==> config.mk <==
export PLATFORM = sky130hd
export DESIGN_NAME = aesl_deadlock_confirm
export DESIGN_NICKNAME = d
export VERILOG_FILES = /design/src/rtl/aesl_deadlock_confirm.sv
export SDC_FILE = /design/constraint.sdc
export NUM_CORES = 1
export LEC_CHECK = 0
export CORE_MARGIN = 2
export CORE_UTILIZATION = 55
export DETAILED_ROUTE_END_ITERATION = 10
export PLACE_DENSITY = 0.89
export SYNTH_ARGS = -nofsm -noshare
export SYNTH_HDL_FRONTEND = slang
export SYNTH_SLANG_ARGS = --single-unit
export TNS_END_PERCENT = 5
==> constraint.sdc <==
create_clock -name clock -period 3.7 [get_ports clock]
set_input_delay 1.11 -clock clock [delete_from_list [all_inputs] [get_ports clock]]
set_output_delay 1.11 -clock clock [all_outputs]
set_load 0.03 [all_outputs]
==> src/rtl/aesl_deadlock_confirm.sv <==
// Deadlock confirmation filter: a block indication must persist for THRESHOLD
// consecutive cycles before a sticky deadlock and a one-shot report are raised.
module aesl_deadlock_confirm #(
    parameter int unsigned THRESHOLD = 16,
    parameter int unsigned TS_W      = 32
) (
    input  logic            clock,
    input  logic            reset_n,
    input  logic            block_in,
    input  logic [7:0]      axis_vec_in,
    input  logic [7:0]      chan_vec_in,
    input  logic            clear,
    input  logic            report_ready,
    output logic            deadlock,
    output logic            report_valid,
    output logic [7:0]      report_axis_vec,
    output logic [7:0]      report_chan_vec,
    output logic [TS_W-1:0] report_start_ts,
    output logic [7:0]      glitch_count
);

    typedef enum logic [1:0] {
        ST_IDLE    = 2'd0,
        ST_SUSPECT = 2'd1,
        ST_REPORT  = 2'd2,
        ST_HALT    = 2'd3
    } state_t;

    localparam logic [15:0]     RUN_LAST = 16'(THRESHOLD - 1);
    localparam logic [TS_W-1:0] TS_ONE   = {{(TS_W-1){1'b0}}, 1'b1};

    state_t          r_state;
    logic [TS_W-1:0] r_ts;
    logic [15:0]     r_run;
    logic            r_deadlock;
    logic            r_report_valid;
    logic [7:0]      r_axis_vec;
    logic [7:0]      r_chan_vec;
    logic [TS_W-1:0] r_start_ts;
    logic [7:0]      r_glitch;

    // Free-running cycle timestamp; clear does not restart it.
    always_ff @(posedge clock or negedge reset_n) begin
        if (!reset_n) begin
            r_ts <= '0;
        end else begin
            r_ts <= r_ts + TS_ONE;
        end
    end

    // Confirmation FSM with registered report outputs; clear overrides all transitions.
    always_ff @(posedge clock or negedge reset_n) begin
        if (!reset_n) begin
            r_state        <= ST_IDLE;
            r_run          <= 16'd0;
            r_deadlock     <= 1'b0;
            r_report_valid <= 1'b0;
            r_axis_vec     <= 8'd0;
            r_chan_vec     <= 8'd0;
            r_start_ts     <= '0;
            r_glitch       <= 8'd0;
        end else if (clear) begin
            r_state        <= ST_IDLE;
            r_run          <= 16'd0;
            r_deadlock     <= 1'b0;
            r_report_valid <= 1'b0;
            r_axis_vec     <= 8'd0;
            r_chan_vec     <= 8'd0;
            r_start_ts     <= '0;
            r_glitch       <= 8'd0;
        end else begin
            case (r_state)
                ST_IDLE: begin
                    if (block_in) begin
                        r_state    <= ST_SUSPECT;
                        r_run      <= 16'd1;
                        r_start_ts <= r_ts;
                    end else begin
                        r_state <= ST_IDLE;
                    end
                end
                ST_SUSPECT: begin
                    if (!block_in) begin
                        r_state <= ST_IDLE;
                        r_run   <= 16'd0;
                        if (r_glitch != 8'hFF) begin
                            r_glitch <= r_glitch + 8'd1;
                        end else begin
                            r_glitch <= r_glitch;
                        end
                    end else if (r_run >= RUN_LAST) begin
                        r_state        <= ST_REPORT;
                        r_deadlock     <= 1'b1;
                        r_report_valid <= 1'b1;
                        r_axis_vec     <= axis_vec_in;
                        r_chan_vec     <= chan_vec_in;
                    end else begin
                        r_run <= r_run + 16'd1;
                    end
                end
                ST_REPORT: begin
                    if (report_ready) begin
                        r_state        <= ST_HALT;
                        r_report_valid <= 1'b0;
                    end else begin
                        r_state <= ST_REPORT;
                    end
                end
                ST_HALT: begin
                    r_state <= ST_HALT;
                end
                default: begin
                    r_state        <= ST_IDLE;
                    r_run          <= 16'd0;
                    r_deadlock     <= 1'b0;
                    r_report_valid <= 1'b0;
                end
            endcase
        end
    end

    assign deadlock        = r_deadlock;
    assign report_valid    = r_report_valid;
    assign report_axis_vec = r_axis_vec;
    assign report_chan_vec = r_chan_vec;
    assign report_start_ts = r_start_ts;
    assign glitch_count    = r_glitch;

endmodule

=== After elaboration in Yosys (flattened, before gate mapping) ===
Cells that the tools add are included.

* Bits in registers: 108
* Bits of input ports: 21
* Output and inout bits: 58
* Logic and storage cells: 70

* Add/subtract/negate cells: 3
* Order comparisons: 1
* Equal/unequal tests: 11
* Mux-type cells: 33
* Reductions and logical operators: 13

{| class="wikitable"
|+ Operators by type and width
! operator !! count
|-
| 2-to-1 mux 32 bit || 3
|-
| 2-to-1 mux 8 bit || 12
|-
| 2-to-1 mux 16 bit || 4
|-
| adder 32 x 1 -> 32 bit (second input constant) || 1
|-
| case mux 16 bit (2 select lines) || 1
|-
| adder 16 x 1 -> 16 bit (second input constant) || 1
|-
| >= comparator 16 x 4 -> 1 bit (second input constant) || 1
|-
| != test 3 bit (second input constant) || 4
|-
| nonzero test 2 bit || 5
|-
| AND reduction 3 bit || 3
|-
| adder 8 x 1 -> 8 bit (second input constant) || 1
|-
| 2-to-1 mux 1 bit || 8
|-
| != test 4 bit (second input constant) || 2
|-
| != test 8 bit (second input constant) || 1
|-
| case mux 2 bit (4 select lines) || 1
|-
| 2-to-1 mux 2 bit || 3
|-
| nonzero test 3 bit || 2
|-
| == test 2 bit (second input constant) || 2
|-
| AND reduction 4 bit || 1
|-
| == test 2 x 1 -> 1 bit (second input constant) || 1
|-
| logical NOT 2 bit || 1
|-
| != test 2 x 1 -> 1 bit (second input constant) || 1
|-
| case mux 1 bit (2 select lines) || 1
|-
| AND reduction 2 bit || 1
|}

=== Longest topological paths before layout ===
* Depth after elaboration: 5
* Depth in mapped cells: 6
* Mapped depth without buffers: 5

=== Least setup slack after synthesis ===
OpenSTA, ideal clock, no wires.

* Path kind: input to register
* Start point: in block_in
* End point: reg r_axis_vec[0] (netlist: report_axis_vec[0])
* Library setup time: 0.121 ns
* Arrival time: 2.141 ns
* Data required time: 3.579 ns
* Path slack: 1.438 ns
* Stages: 6
* Path buffers: 2
* Path through: buf_2 > nand3b_1 > a41oi_4 > nor2_2 > buf_4 > a22o_1

* Cells in the longest elaborated chain, start to end: 2

{| class="wikitable"
|+ RTL lines
! item !! RTL line !! RTL
|-
| start: declaration || 9 || <nowiki>input logic block_in,</nowiki>
|-
| nonzero test 2 bit (no source line) || n/a ||
|-
| AND reduction 3 bit (no source line) || n/a ||
|-
| end signal: assignment || 95 || <nowiki>r_axis_vec <= axis_vec_in;</nowiki>
|-
| end: declaration || 37 || <nowiki>logic [7:0] r_axis_vec;</nowiki>
|}

No other way between the ends.
A chain may end at the register's enable or synchronous reset.

=== Worst setup path in the final report ===
* Start point: reg r_glitch[3] (netlist: glitch_count[3])
* End point: out glitch_count[3]

{| class="wikitable"
|+ RTL lines
! item !! RTL line !! RTL
|-
| start: declaration || 40 || <nowiki>logic [7:0] r_glitch;</nowiki>
|-
| start signal: assignment || 87 || <nowiki>r_glitch <= r_glitch + 8'd1;</nowiki>
|-
| start signal: assignment || 89 || <nowiki>r_glitch <= r_glitch;</nowiki>
|-
| end: declaration || 19 || <nowiki>output logic [7:0] glitch_count</nowiki>
|}

No word-level cell between the ends.

==> results.py <==
metrics = {
    "floorplanning": {
        "dieArea_mm2": 0.00903,
        "start_util": 0.560,
        "core.rowCount": 33,
        "core_mm2": 0.00813,
        "boundaryPins": 79,
        "die_w_um": 95.0,
        "die_y_um": 95.0,
    },
    "sta": {
        "rsz0062_at_grt": "no",
        "fin_skew_ps": 8.79,
        "clock.fmax_mhz": 377,
        "setup_violations": 0,
        "holdWs_ps": 497,
        "slew_viol_final": 0,
        "fin_ws_ps": 1050,
        "finalHoldViolations": 0,
        "fin_crit_ps": 2650,
        "tightestPinTransition_ps": 800,
        "tns_ps": 0,
        "fin_crit_sh": 0.716,
        "slew_headroom": 0.466,
    },
    "pwr": {
        "power_frac_seq": 0.589,
        "netSwitchingFraction": 0.229,
        "p_leak_nw": 2.53,
        "powerDensity_mw_per_mm2": 358,
        "clockPowerShare": 0.358,
        "pwr-share-comb": 0.053,
        "p_sw_mw": 0.464,
        "intPower_mw": 1.56,
        "peakVddDrop_v": 0.000230,
    },
    "synthesis": {
        "ys_warn_count": 0,
        "synth_seq_cells": 108,
        "syn_area_mm2": 0.00456,
        "yosysMostFrequentCell": "dfrtp_1",
        "synth_nets": 392,
        "syn_inst": 368,
        "ys_seq_area_frac": 0.593,
        "yosys.area.top_type_share": 0.593,
        "synth_area_per_cell_um2": 12.4,
        "async_flop_share": 1.00,
        "ys_types": 43,
        "synthFlopType": "dfrtp_1",
        "synth_top_area_cell": "dfrtp_1",
        "synth.top_cells.by_count": "dfrtp_1, a22o_1, xnor2_1",
        "synth_edf_count": 0,
        "synth_area_leaders": "dfrtp_1, a22o_1, xnor2_1",
    },
    "critical_path": {
        "crit_family": "buffers and inverters",
        "cpPeakStageDelay_ps": 710,
        "path_cells": "clkdlybuf4s50_1",
        "worstPathRequired_ps": 2590,
        "critPathCaptureType": "output pin",
        "start_kind": "register",
        "setup.worst_path.class": "reg2out",
        "r2r_slack_ps": 1720,
        "crit_buf_inv": 1,
        "crit_path_top_delay_cell": "clkdlybuf4s50_1",
        "worstPathMaxFanout": 7,
        "cp.arrival_ps": 1540,
    },
    "cts": {
        "cts_setup_buffers": 0,
        "clkLatencyLatePin_ps": 360,
        "root_buffer": "clkbuf_8",
        "cts_max_level": 3,
        "cts_resized": 0,
        "numCtsBuffers": 9,
        "cts_hold_buffers": 0,
        "clkTransAtPathRegs_ps": 100,
        "clock_sinks": 108,
        "ctsLongestPathBuffers": 2,
        "cts_tree": "yes",
    },
    "job": {
        "cap_violations": 0,
    },
    "final_layout": {
        "area_delta_synth_final_pct": 24.1,
        "nNetsFinal": 470,
        "diodes": 0,
        "fill_cells": 574,
        "drive_above_1_share": 0.0798,
    },
    "grt": {
        "antenna_found_initial": 0,
        "grt_use_total": 0.223,
        "grt_max_degree": 64,
        "grt_pass1_vias": 3176,
        "overflow": 0,
        "grt_pass1_wl_um": 15600,
    },
    "drt": {
        "routed_wl_um": 9360,
        "post-route-drc-count": 0,
        "ant_nets": 0,
        "first_pass_iters": 4,
        "via_per_inst": 5.71,
        "wl_per_cell_um": 16.8,
        "vias": 3177,
        "drtIter0Drc": 174,
    },
    "worst_hold_path": {
        "hp-class": "reg2reg",
    },
    "placement": {
        "port_buffers": 78,
        "gp_congestion": 0.831,
        "dpl.hpwl_um": 6340,
        "preCtsSetupSlack_ps": 787,
    },
    "run_status": {
        "status": "completed",
    },
}
==> cells by family after synthesis <==
logic type / count (synthesis) / share of synthesized area
XOR/XNOR: 35 / 0.0673
adder cells (fa/ha/maj): 3 / 0.00824
AND/OR/NAND/NOR: 126 / 0.172
AO/OA/AOI/OAI: 67 / 0.125
multiplexers: 6 / 0.0132
buffers and inverters: 23 / 0.0211
flip-flops: 108 / 0.593
==> power groups by stage <==
stage          sequential, mW  combinational (mW)  clock, mW
6_report                 1.19               0.107      0.726
3_5_place_dp             1.21               0.109          0
3_3_place_gp             1.21               0.106          0
2_1_floorplan            1.22              0.0369          0
5_1_grt                  1.19               0.118      0.797
4_1_cts                  1.19               0.109      0.740
==> final cells by class <==
type / count / area (µm²) / share of cell area
timing repair buffer: 83 / 828 / 0.146
clock inverter: 5 / 60.1 / 0.0106
clock buffer: 11 / 141 / 0.0250
inverter: 7 / 26.3 / 0.00465
multi-input combinational: 237 / 1760 / 0.312
tap: 105 / 131 / 0.0232
sequential: 108 / 2700 / 0.478
==> placed cells by master, fill, tap and decap left out, types with 2 or more instances in the layout <==
| cell | Yosys | layout |
|---|---|---|
| ha_1 | 3 | 3 |
| a21oi_1 | 5 | 5 |
| or4_1 | 2 | 2 |
| buf_4 | 1 | 5 |
| o21a_1 | 3 | 3 |
| nand3b_1 | 2 | 2 |
| mux2i_1 | 6 | 6 |
| nand2_1 | 20 | 20 |
| o211ai_1 | 3 | 3 |
| clkdlybuf4s50_1 | 0 | 77 |
| xor2_1 | 6 | 6 |
| nand4_1 | 13 | 13 |
| dfrtp_1 | 108 | 108 |
| inv_1 | 7 | 7 |
| nand2b_1 | 2 | 2 |
| nor2_2 | 1 | 2 |
| xnor2_1 | 29 | 29 |
| nor4_1 | 4 | 4 |
| a22o_1 | 44 | 44 |
| clkbuf_8 | 0 | 10 |
| nand3_1 | 24 | 24 |
| nor4_4 | 5 | 5 |
| or3_1 | 3 | 3 |
| nor2_1 | 24 | 23 |
| o21ai_1 | 4 | 4 |
| and4_1 | 2 | 2 |
| and2_1 | 10 | 10 |
| nand4_4 | 2 | 2 |
| and3_1 | 4 | 4 |
| nor3_1 | 4 | 3 |
==> sequential cells by signal, summed over array words and instances, names as in the netlist <==
| register | count |
|---|---|
| report_start_ts | 32 |
| r_state | 2 |
| glitch_count | 8 |
| deadlock | 1 |
| report_valid | 1 |
| report_chan_vec | 8 |
| r_run | 16 |
| report_axis_vec | 8 |
| r_ts | 32 |
==> final timing paths <==
| kind | start | end | cells after the start |
|---|---|---|---|
| worst min-delay path | r_ts[31]$_DFF_PN0_ | r_ts[31]$_DFF_PN0_ | 1 |
| worst min register to register | r_ts[31]$_DFF_PN0_ | r_ts[31]$_DFF_PN0_ | 1 |
| min in group asynchronous | reset_n | glitch_count[2]$_DFFE_PN0P_ | 1 |
| max in group asynchronous | reset_n | r_ts[16]$_DFF_PN0_ | 2 |
| worst max register to register | r_run[0]$_DFFE_PN0P_ | report_axis_vec[4]$_DFFE_PN0P_ | 5 |
| worst max-delay path | glitch_count[3]$_DFFE_PN0P_ | glitch_count[3] | 1 |
==> metal layers <==
metal,track usage,vias up,routed length (µm)
li1,-,1494,-
met1,0.308,1601,4180
met2,0.360,71,4800
met3,0.0482,11,289
met4,0.0628,0,99
met5,0,-,0
==> through the flow <==
step | cells | utilization | power, mW | cell area (µm²)
global route | 556 | 0.695 | 2.11 | 5650
floorplan | 368 | - | 1.26 | 4560
CTS | 556 | 0.695 | 2.04 | 5650
finish | 556 | 0.695 | 2.02 | 5650
detailed placement | 540 | 0.670 | 1.32 | 5450
global placement | 540 | 0.670 | 1.32 | 5450
(Power assumes the default switching activity.)
